[src/rtl/nibser_pkg.sv]
// Shared types and constants for the nibble-serial add/subtract controller.
package nibser_pkg;

   localparam int unsigned NIB_W = 4;

   typedef enum logic [1:0] {
      IDLE = 2'd0,
      RUN  = 2'd1,
      DONE = 2'd2
   } state_e;

endpackage : nibser_pkg

[src/rtl/nibble_serial_addsub_ctrl_add4.sv]
// Combinational 4-bit ripple adder; exposes the carry into bit 3 for overflow detection.
module nibble_add4
   import nibser_pkg::*;
(
   input  logic [NIB_W-1:0] a,
   input  logic [NIB_W-1:0] b,
   input  logic             cin,
   output logic [NIB_W-1:0] s,
   output logic             cout,
   output logic             c3
);

   logic [NIB_W:0] c;

   always_comb begin
      s    = '0;
      c    = '0;
      c[0] = cin;
      for (int i = 0; i < int'(NIB_W); i++) begin
         s[i]   = a[i] ^ b[i] ^ c[i];
         c[i+1] = (a[i] & b[i]) | (c[i] & (a[i] ^ b[i]));
      end
   end

   assign cout = c[NIB_W];
   assign c3   = c[NIB_W-1];

endmodule : nibble_add4

[src/rtl/nibble_serial_addsub_ctrl.sv]
// WIDTH-bit add/subtract sequenced one nibble per clock through a shared 4-bit adder.
// Optional out_zero/out_neg result flags are enabled with `define NIBSER_FLAGS_EN.
module nibble_serial_addsub_ctrl
   import nibser_pkg::*;
#(
   parameter int unsigned WIDTH = 16
) (
   input  logic             clk,
   input  logic             rst,
   input  logic             in_valid,
   output logic             in_ready,
   input  logic [WIDTH-1:0] in_a,
   input  logic [WIDTH-1:0] in_b,
   input  logic             in_m,
   output logic             out_valid,
   input  logic             out_ready,
   output logic [WIDTH-1:0] out_sum,
   output logic             out_carry,
   output logic             out_ovf
`ifdef NIBSER_FLAGS_EN
   ,
   output logic             out_zero,
   output logic             out_neg
`endif
);

   localparam int unsigned NIB   = WIDTH / NIB_W;
   localparam int unsigned IDX_W = (NIB > 1) ? $clog2(NIB) : 1;
   localparam int unsigned LSB_W = $clog2(WIDTH);

   if ((WIDTH % NIB_W) != 0 || WIDTH < 8) begin : g_bad_width
      $error("nibble_serial_addsub_ctrl: WIDTH must be a multiple of 4 and >= 8");
   end

   state_e             state_q, state_d;
   logic [IDX_W-1:0]   idx_q, idx_d;
   logic               carry_q, carry_d;
   logic [WIDTH-1:0]   a_q, a_d;
   logic [WIDTH-1:0]   b_q, b_d;
   logic [WIDTH-1:0]   sum_q, sum_d;
   logic               cout_q, cout_d;
   logic               ovf_q, ovf_d;
   logic               zero_q, zero_d;
   logic               neg_q, neg_d;

   logic [LSB_W-1:0]   nib_lsb;
   logic [NIB_W-1:0]   add_s;
   logic               add_cout;
   logic               add_c3;
   logic               last_nib;

   assign nib_lsb  = LSB_W'(NIB_W * 32'(idx_q));
   assign last_nib = (idx_q == IDX_W'(NIB - 1));

   nibble_add4 u_add4 (
      .a    (a_q[nib_lsb +: NIB_W]),
      .b    (b_q[nib_lsb +: NIB_W]),
      .cin  (carry_q),
      .s    (add_s),
      .cout (add_cout),
      .c3   (add_c3)
   );

   // Next-state, datapath sequencing and result capture
   always_comb begin
      state_d = state_q;
      idx_d   = idx_q;
      carry_d = carry_q;
      a_d     = a_q;
      b_d     = b_q;
      sum_d   = sum_q;
      cout_d  = cout_q;
      ovf_d   = ovf_q;
      zero_d  = zero_q;
      neg_d   = neg_q;

      case (state_q)
         IDLE: begin
            if (in_valid) begin
               a_d     = in_a;
               b_d     = in_b ^ {WIDTH{in_m}};
               carry_d = in_m;
               idx_d   = '0;
               state_d = RUN;
            end
         end
         RUN: begin
            sum_d[nib_lsb +: NIB_W] = add_s;
            carry_d                 = add_cout;
            if (last_nib) begin
               // c3 of the top nibble is the carry into the result MSB
               cout_d  = add_cout;
               ovf_d   = add_c3 ^ add_cout;
               zero_d  = (sum_d == '0);
               neg_d   = sum_d[WIDTH-1];
               state_d = DONE;
            end else begin
               idx_d = idx_q + IDX_W'(1);
            end
         end
         DONE: begin
            if (out_ready) begin
               state_d = IDLE;
            end
         end
         default: state_d = IDLE;
      endcase
   end

   always_ff @(posedge clk) begin
      if (rst) begin
         state_q <= IDLE;
         idx_q   <= '0;
         carry_q <= 1'b0;
         a_q     <= '0;
         b_q     <= '0;
         sum_q   <= '0;
         cout_q  <= 1'b0;
         ovf_q   <= 1'b0;
         zero_q  <= 1'b0;
         neg_q   <= 1'b0;
      end else begin
         state_q <= state_d;
         idx_q   <= idx_d;
         carry_q <= carry_d;
         a_q     <= a_d;
         b_q     <= b_d;
         sum_q   <= sum_d;
         cout_q  <= cout_d;
         ovf_q   <= ovf_d;
         zero_q  <= zero_d;
         neg_q   <= neg_d;
      end
   end

   // Handshake outputs are forced low for as long as reset is held
   assign in_ready  = (state_q == IDLE) && !rst;
   assign out_valid = (state_q == DONE) && !rst;
   assign out_sum   = sum_q;
   assign out_carry = cout_q;
   assign out_ovf   = ovf_q;

`ifdef NIBSER_FLAGS_EN
   assign out_zero = zero_q;
   assign out_neg  = neg_q;
`else
   logic unused_flags;
   assign unused_flags = zero_q ^ neg_q;
`endif

endmodule : nibble_serial_addsub_ctrl

[config.mk]
export PLATFORM = sky130hd
export DESIGN_NAME = nibble_serial_addsub_ctrl
export DESIGN_NICKNAME = d
export VERILOG_FILES = /design/src/rtl/nibser_pkg.sv /design/src/rtl/nibble_serial_addsub_ctrl_add4.sv /design/src/rtl/nibble_serial_addsub_ctrl.sv
export SDC_FILE = /design/constraint.sdc
export NUM_CORES = 1
export LEC_CHECK = 0
export ABC_AREA = 1
export ABC_CLOCK_PERIOD_IN_PS = 5000
export CORE_UTILIZATION = 45
export DETAILED_ROUTE_END_ITERATION = 8
export PLACE_DENSITY = 0.75
export SLEW_MARGIN = 20
export SYNTH_ARGS = -nofsm -noshare
export SYNTH_HDL_FRONTEND = slang
export SYNTH_SLANG_ARGS = --single-unit
[constraint.sdc]
create_clock -name clk -period 5 [get_ports clk]
set_clock_uncertainty 0.05 [all_clocks]
set_input_delay 0.75 -clock clk [delete_from_list [all_inputs] [get_ports clk]]
set_output_delay 0.75 -clock clk [all_outputs]
set_load 0.02 [all_outputs]
# == After elaboration in Yosys (flattened, before gate mapping) ==
# Cells that the tools add are included.
# classes
n_addsub,2
n_shift,4
n_mux,10
n_eq_ne,7
reduce_logical,10
n_bitwise,22
# op_table
op,count
16-bit by 5-bit variable part select with 4-bit output,2
16-bit bitwise mux,1
"4-bit by 6-bit variable shift with 16-bit output, first input constant",1
4-bit by 6-bit variable part select with 16-bit output,1
16-bit XOR,1
2-bit two-way mux,5
1-bit XOR,9
1-bit bitwise AND,8
"2-bit inequality test, second input constant",4
4-bit negation with 6-bit output,1
2-bit case mux with 3 select lines,1
2-bit AND reduction,3
3-bit AND reduction,2
"2-bit == test, second input constant",2
1-bit OR,4
2-bit case mux with 2 select lines,1
"2-bit by 1-bit adder with 2-bit output, second input constant",1
"2-bit by 1-bit == test with 1-bit output, second input constant",1
1-bit logical AND,2
2-bit zero test,1
1-bit case mux with 2 select lines,1
2-bit nonzero test,1
1-bit zero test,1
1-bit two-way mux,1
# totals
register_bits,55
word_cells,63
out_inout_bits,20
input_bits,37

# == Longest topological paths before layout ==
# Gate-level depths: netlist of run 1.
# logic_depth
ltp_word,11
ltp_mapped,16
ltp_nobuf,15

# == By module ==
# From an unflattened synthesis of run 1, not the netlist that was laid out.
# unflattened
cells_unflattened,367
area_unflattened_um2,2618.8
# by_module_without_submodules
module,seq_area_each_um2,cells_each,area_each_um2,instances
nibble_serial_addsub_ctrl,1101.1,355,2508.7,1
nibble_add4,0.0,12,110.1,1

# == Least setup slack after synthesis of run 1 ==
# No wires, ideal clock.
# synth_timing
path_kind,register to register
from,register idx_q[0]
to,"register sum_q[7], in the netlist out_sum[7]"
synth_period_minus_slack_ps,2949
path_stages_with_launch,16
t_required_ps,4833
arrival_ps,2782
n_path_buf,1
slack_ps,2051
setup_time_ps,117
cell_sequence,dfxtp_1 clkbuf_1 o21ai_0 o22ai_1 fa_1 inv_1 fa_1 fa_1 inv_1 fa_1 nand2_1 nor2_1 nand2_1 nand2_1 inv_1 nor2_1
# synth_via
elab_chain_cells,11
word_cells_on_any_way,23
cone_classes,add/sub: 1; shift: 4; mux: 1; bitwise: 17
# synth_rtl
item,line,source
start: declaration,nibble_serial_addsub_ctrl.sv:36,"logic [IDX_W-1:0] idx_q, idx_d;"
start signal: assignment,nibble_serial_addsub_ctrl.sv:124,idx_q <= idx_d;
"16-bit by 5-bit variable part select with 4-bit output, on equally long branches","nibble_serial_addsub_ctrl.sv:56, nibble_serial_addsub_ctrl.sv:57",
1-bit XOR,"nibble_serial_addsub_ctrl_add4.sv:20, nibble_serial_addsub_ctrl_add4.sv:21",
1-bit bitwise AND,nibble_serial_addsub_ctrl_add4.sv:21,c[i+1] = (a[i] & b[i]) | (c[i] & (a[i] ^ b[i]));
1-bit OR,nibble_serial_addsub_ctrl_add4.sv:21,
1-bit bitwise AND,nibble_serial_addsub_ctrl_add4.sv:21,
1-bit OR,nibble_serial_addsub_ctrl_add4.sv:21,
1-bit bitwise AND,nibble_serial_addsub_ctrl_add4.sv:21,
1-bit OR,nibble_serial_addsub_ctrl_add4.sv:21,
1-bit XOR,nibble_serial_addsub_ctrl_add4.sv:20,s[i] = a[i] ^ b[i] ^ c[i];
4-bit by 6-bit variable part select with 16-bit output,nibble_serial_addsub_ctrl.sv:88,sum_d[nib_lsb +: NIB_W] = add_s;
16-bit bitwise mux *,nibble_serial_addsub_ctrl.sv:88,
end signal: assignment,nibble_serial_addsub_ctrl.sv:128,sum_q <= sum_d;
end: declaration,nibble_serial_addsub_ctrl.sv:40,"logic [WIDTH-1:0] sum_q, sum_d;"
# Mark *: on every way between the ends. The rest lies on a longest branch, timed or not.
# A chain may end at the register's enable or synchronous reset.

# == Worst setup path after layout of run 1 ==
# layout_timing
from,input port rst
to,output port out_valid
# layout_via
elab_chain_cells,2
# layout_rtl
item,line,source
start: declaration,nibble_serial_addsub_ctrl.sv:9,"input logic rst,"
1-bit zero test,nibble_serial_addsub_ctrl.sv:138,assign out_valid = (state_q == DONE) && !rst;
1-bit logical AND,nibble_serial_addsub_ctrl.sv:138,
end: declaration,nibble_serial_addsub_ctrl.sv:15,"output logic out_valid,"
# Every way passes these cells.

==> results of run 1 <==
## sequential cells by signal, summed over array words and instances (netlist names)
name,count
out_sum,16
out_ovf,1
carry_q,1
idx_q,2
b_q,16
state_q,2
out_carry,1
a_q,16
## worst register-to-register path, delay by kind of cell, from the launching register on
family | cells | cell delay [ns]
buf+inv | 3 | 0.57
flops | 1 | 0.60
compound gates | 3 | 0.51
simple gates | 3 | 0.23
fa+ha+maj | 4 | 1.33
## per-layer routing
layer,GRT usage (%),wire (um)
met1,21.0,2490
met2,34.9,2720
met3,5.26,232
met4,6.61,82
met5,0,0
## area by class of cell
| cell class | instances | area, um2 |
|---|---|---|
| inverters | 35 | 134 |
| clock inverters | 2 | 35.0 |
| repair buffers | 58 | 576 |
| flip-flops and latches | 55 | 1100 |
| clock buffers | 6 | 82.6 |
| well taps | 75 | 93.8 |
| multi-input cells | 289 | 1410 |
| fillers | 570 | 2460 |
## cells by family after synthesis
logic type / count (synthesis) / share of synthesized area, %
fa+ha+maj: 10 / 5.67
compound gates: 65 / 12.2
xor+xnor: 17 / 5.44
simple gates: 197 / 28.1
buf+inv: 50 / 8.41
flops: 55 / 40.2
## worst paths after layout
path / from / cells after the start / slack, ns / endpoint
max: rst / 6 / 1.54 / out_valid
min: a_q[1]$_SDFFE_PP0P_ / 2 / 0.41 / a_q[1]$_SDFFE_PP0P_
max reg2reg: idx_q[1]$_SDFFE_PP0P_ / 13 / 1.66 / out_sum[11]$_SDFFE_PP0P_
min reg2reg: a_q[1]$_SDFFE_PP0P_ / 2 / 0.41 / a_q[1]$_SDFFE_PP0P_
## stage by stage
stage               instance area, um2  setup slack, ns  hold WS (ns)
CTS                               3430             1.52         0.413
global placement                  3310             1.56         0.391
floorplan                         2740             2.05         0.375
detailed placement                3310             1.52         0.399
finish                            3430             1.54         0.408
global route                      3430             1.35         0.427
## power by group through the flow
stage | clock [mW] | sequential [mW] | combinational (mW)
3_3_place_gp | 0 | 0.498 | 0.228
6_report | 0.302 | 0.488 | 0.236
4_1_cts | 0.310 | 0.488 | 0.237
3_5_place_dp | 0 | 0.498 | 0.235
5_1_grt | 0.325 | 0.492 | 0.268
2_1_floorplan | 0 | 0.502 | 0.157
## cells in the mapped netlist, drive strengths merged
cell type	n
nor2	115
nand2	75
dfxtp	55
o21ai	46
inv	32
xnor2	16
a21oi	13
buf	8
clkbuf	7
ha	6
nand3	5
o22ai	5
fa	4
clkinv	3
nor3	2
a21boi	1
xor2	1
==> metrics, run 1 <==
number of buffers created by CTS 5; P_leak 1.48 nW; max_cap viols 0; most common cell after layout, fill and taps aside nor2_1; status finished, final reports clean; Yosys warning count 0; CTS Sinks 55; WP data arrival 2.66 ns; Placed Instances 512; Avg WL per Cell 10.6 um; Setup Total Neg Slack 0 ns; Post-CTS Hold Fix Bufs 0; largest net degree at the start of global routing 47; gr usage total 19.1%; worst vdd ir 0.145 mV; Cell Chain, Critical Path clkdlybuf4s50_1 -> clkinv_1 -> buf_4 -> nand3_1 -> inv_1 -> clkdlybuf4s50_1; Tot Pwr 1.03 mW; ratio of final minimum period to clock period 69.2%; TritonRoute pass-1 iters 4; Vias 2,461; most frequent cells in the layout nor2_1, nand2_1, clkdlybuf4s50_1, dfxtp_1, o21ai_0; sequential element share of the synthesized area 40.2%; DIE AREA 6400 um2; Pwr Density 299 nW/um2; crit path max-delay cell type clkdlybuf4s50_1; Resized cells post-CTS 0; worst skew pair latency 0.31 ns; RSZ-0062 raised after global routing false; Clk pin slew, worst setup/hold paths 0.09 ns; Synth Net Count 441; DR iter-0 viols 87; Initial Util 46.5%; Core Util, Final 58.2%; cell type with the highest aggregate area in the netlist dfxtp_1; Layout area overhead 25.2%; CTS Root Cell clkbuf_8; Max stage delay on crit path 0.62 ns; average size of a mapped cell 6.95 um2; Yosys reg bits 55; Bufs and invs on worst path 5; CTS tree done; core area 5890 um2; DRC 0; H-tree Lvls 2; final wirelength 5520 um; Die Ht 80.0 um; routed vias/inst 4.73; first-pass GRT wire length 9560 um; vias in the first global route 2,301; remaining antenna violation count after routing 0; post-layout min period 3.46 ns; switch share 28.3%; Ports 57; Mapped Area 2740 um2; Worst Tran Pin Value 0.893 ns; initial antenna violation count 0; Worst setup EP type primary output; CTS max path bufs 2; die width 80.0 um; Net Sw Power 0.291 mW; nets 491; share of layout cells above drive strength 1 3.37%; PortBufs 56; power share of the combinational group 23.0%; critical path class input port to primary output; Clk pwr share 29.4%; final cell count without fillers 520; Syn Inst Count 394; hpwl dp 3970 um; Max Clk Rate 289 MHz; Synth top area share 40.2%; cell mode on critical path clkdlybuf4s50_1; max-slew violations 0; Core Rows 28; register share of total power 47.6%; total congestion overflow 0; Antenna Cells 0; Hold Crit Class flop to flop; postcts setup bufs 0; critical path peak fanout 46; Int Power 0.735 mW; startpoint class of the critical path input port; RePlAce Congestion 0.820; Rel. slew slack 40.3%; Synth area leaders dfxtp_1, nor2_1, nand2_1; Distinct cells, synth 24; crit-path leading delay family buffers and inverters; Setup-failing EPs final 0; Worst Path Required 4.20 ns; Final Hold Violating Endpoints 0
Note: power is estimated with default switching activity, not from simulation.
==> run 2, diff against run 1 <==
Settings changed: ABC_CLOCK_PERIOD_IN_PS 5000 to 3500.
Clock period 5 ns to 3.5 ns, I/O delays scaled along.
==> run 2 against run 1 <==
Effect of this change:
- combinational power is 43% higher
- sequential share of layout area fell by 0.21 points
- die area unchanged
- largest cell class unchanged
- sequential power increased by 43%
- clock power is 42% higher
==> metrics, run 2 (synthesis results as in run 1) <==
Post-CTS Hold Fix Bufs 0 (unchanged); Tot Pwr 1.47 mW (+43%); Final Hold Violating Endpoints 0 (unchanged); hpwl dp 4130 um (+4.0%); RSZ-0062 raised after global routing false; initial antenna violation count 0 (unchanged); Die Ht 80.0 um (unchanged); largest net degree at the start of global routing 47 (unchanged); final cell count without fillers 523 (+0.58%); remaining antenna violation count after routing 0 (unchanged); TritonRoute pass-1 iters 4 (unchanged); Clk pin slew, worst setup/hold paths 0.09 ns (about the same); Rel. slew slack 40.8% (+0.49 points); die width 80.0 um (unchanged); most frequent cells in the layout nor2_1, nand2_1, clkdlybuf4s50_1, dfxtp_1, o21ai_0; Initial Util 46.5% (unchanged); Ports 57 (unchanged); ratio of final minimum period to clock period 87.9%; Worst Path Required 3.69 ns (-0.51 ns); PortBufs 56 (unchanged); total congestion overflow 0 (unchanged); startpoint class of the critical path flop; P_leak 1.49 nW (+0.94%); critical path peak fanout 10 (-78%); postcts setup bufs 0 (unchanged); Antenna Cells 0 (unchanged); DIE AREA 6400 um2 (unchanged); WP data arrival 3.26 ns (+0.60 ns); Setup Total Neg Slack 0 ns (unchanged); most common cell after layout, fill and taps aside nor2_1; number of buffers created by CTS 5 (unchanged); max_cap viols 0 (unchanged); Avg WL per Cell 10.7 um (+1.1%); CTS Sinks 55 (unchanged); Worst setup EP type flop; routed vias/inst 4.69 (-0.82%); worst skew pair latency 0.31 ns (about the same); DRC 0 (unchanged); gr usage total 19.1% (-0.034 points); Setup-failing EPs final 0 (unchanged); status finished, final reports clean; DR iter-0 viols 186 (+110%); Placed Instances 515 (+0.59%); Pwr Density 425 nW/um2 (+42%); Multi-input gate area 1410 um2 (unchanged); RePlAce Congestion 0.859 (+4.7%); Worst Tran Pin Value 0.885 ns (-0.00738 ns); Vias 2,455 (-0.24%); CTS max path bufs 2 (unchanged); post-layout min period 3.08 ns; first-pass GRT wire length 9540 um (-0.22%); CTS tree done; Layout area overhead 26.1%; max-slew violations 0 (unchanged); Core Rows 28 (unchanged); nets 494 (+0.61%); Filler cells 571 (+0.18%); register area 1100 um2 (unchanged); final wirelength 5620 um (+1.7%); H-tree Lvls 2 (unchanged); Resized cells post-CTS 0 (unchanged); share of layout cells above drive strength 1 4.02% (+0.65 points); Hold Crit Class flop to flop; vias in the first global route 2,231 (-3.0%); critical path class flop to flop; Max Clk Rate 325 MHz; core area 5890 um2 (unchanged); worst vdd ir 0.325 mV (+120%); CTS Root Cell clkbuf_8
run 2: power breakdown:
| group | internal, mW | total (mW) | switching [mW] |
|---|---|---|---|
| Sequential | 0.671 | 0.700 | 0.0292 |
| Clock | 0.232 | 0.430 | 0.198 |
| Combinational | 0.151 | 0.338 | 0.188 |
run 2: worst paths after layout:
path | from | endpoint | slack (ns) | depth (start not counted)
min reg2reg | a_q[1]$_SDFFE_PP0P_ | a_q[1]$_SDFFE_PP0P_ | 0.41 | 2
min | a_q[1]$_SDFFE_PP0P_ | a_q[1]$_SDFFE_PP0P_ | 0.41 | 2
max reg2reg | idx_q[0]$_SDFFE_PP0P_ | out_sum[15]$_SDFFE_PP0P_ | 0.42 | 13
max | idx_q[0]$_SDFFE_PP0P_ | out_sum[15]$_SDFFE_PP0P_ | 0.42 | 13
run 2: through the flow:
stage               worst slack [ns]  utilization [%]  hold WS (ns)  area [um2]
floorplan                      0.551                -         0.375        2740
global placement               0.555             56.6         0.394        3330
detailed placement             0.471             56.6         0.397        3330
CTS                            0.416             58.6         0.411        3450
global route                   0.109             58.6         0.444        3450
finish                         0.422             58.6         0.406        3450
run 2: cell type report:
class	instances	share of cell area, %
timing repair buffer	61	17.3
clock inverter	2	1.02
tap	75	2.72
inverter	35	3.88
sequential	55	31.9
multi-input combinational	289	40.8
clock buffer	6	2.39
run 2: routing by layer:
metal,vias up,wire length [um],GRT usage (%)
met5,-,0,0
met4,0,79,6.79
met3,11,232,3.66
met2,62,2680,33.7
met1,1058,2630,22.8
li1,1324,-,-
run 2: critical path, stage by stage (launching register included):
cell and delay (ns):
dfxtp_1 0.49, clkinv_1 0.29, o21ai_0 0.22, o22ai_1 0.11, fa_1 0.40, inv_1 0.07, fa_1 0.17, fa_1 0.22
inv_1 0.07, fa_1 0.50, nand2_1 0.07, nor2_1 0.13, nand2_1 0.08, a21oi_1 0.13
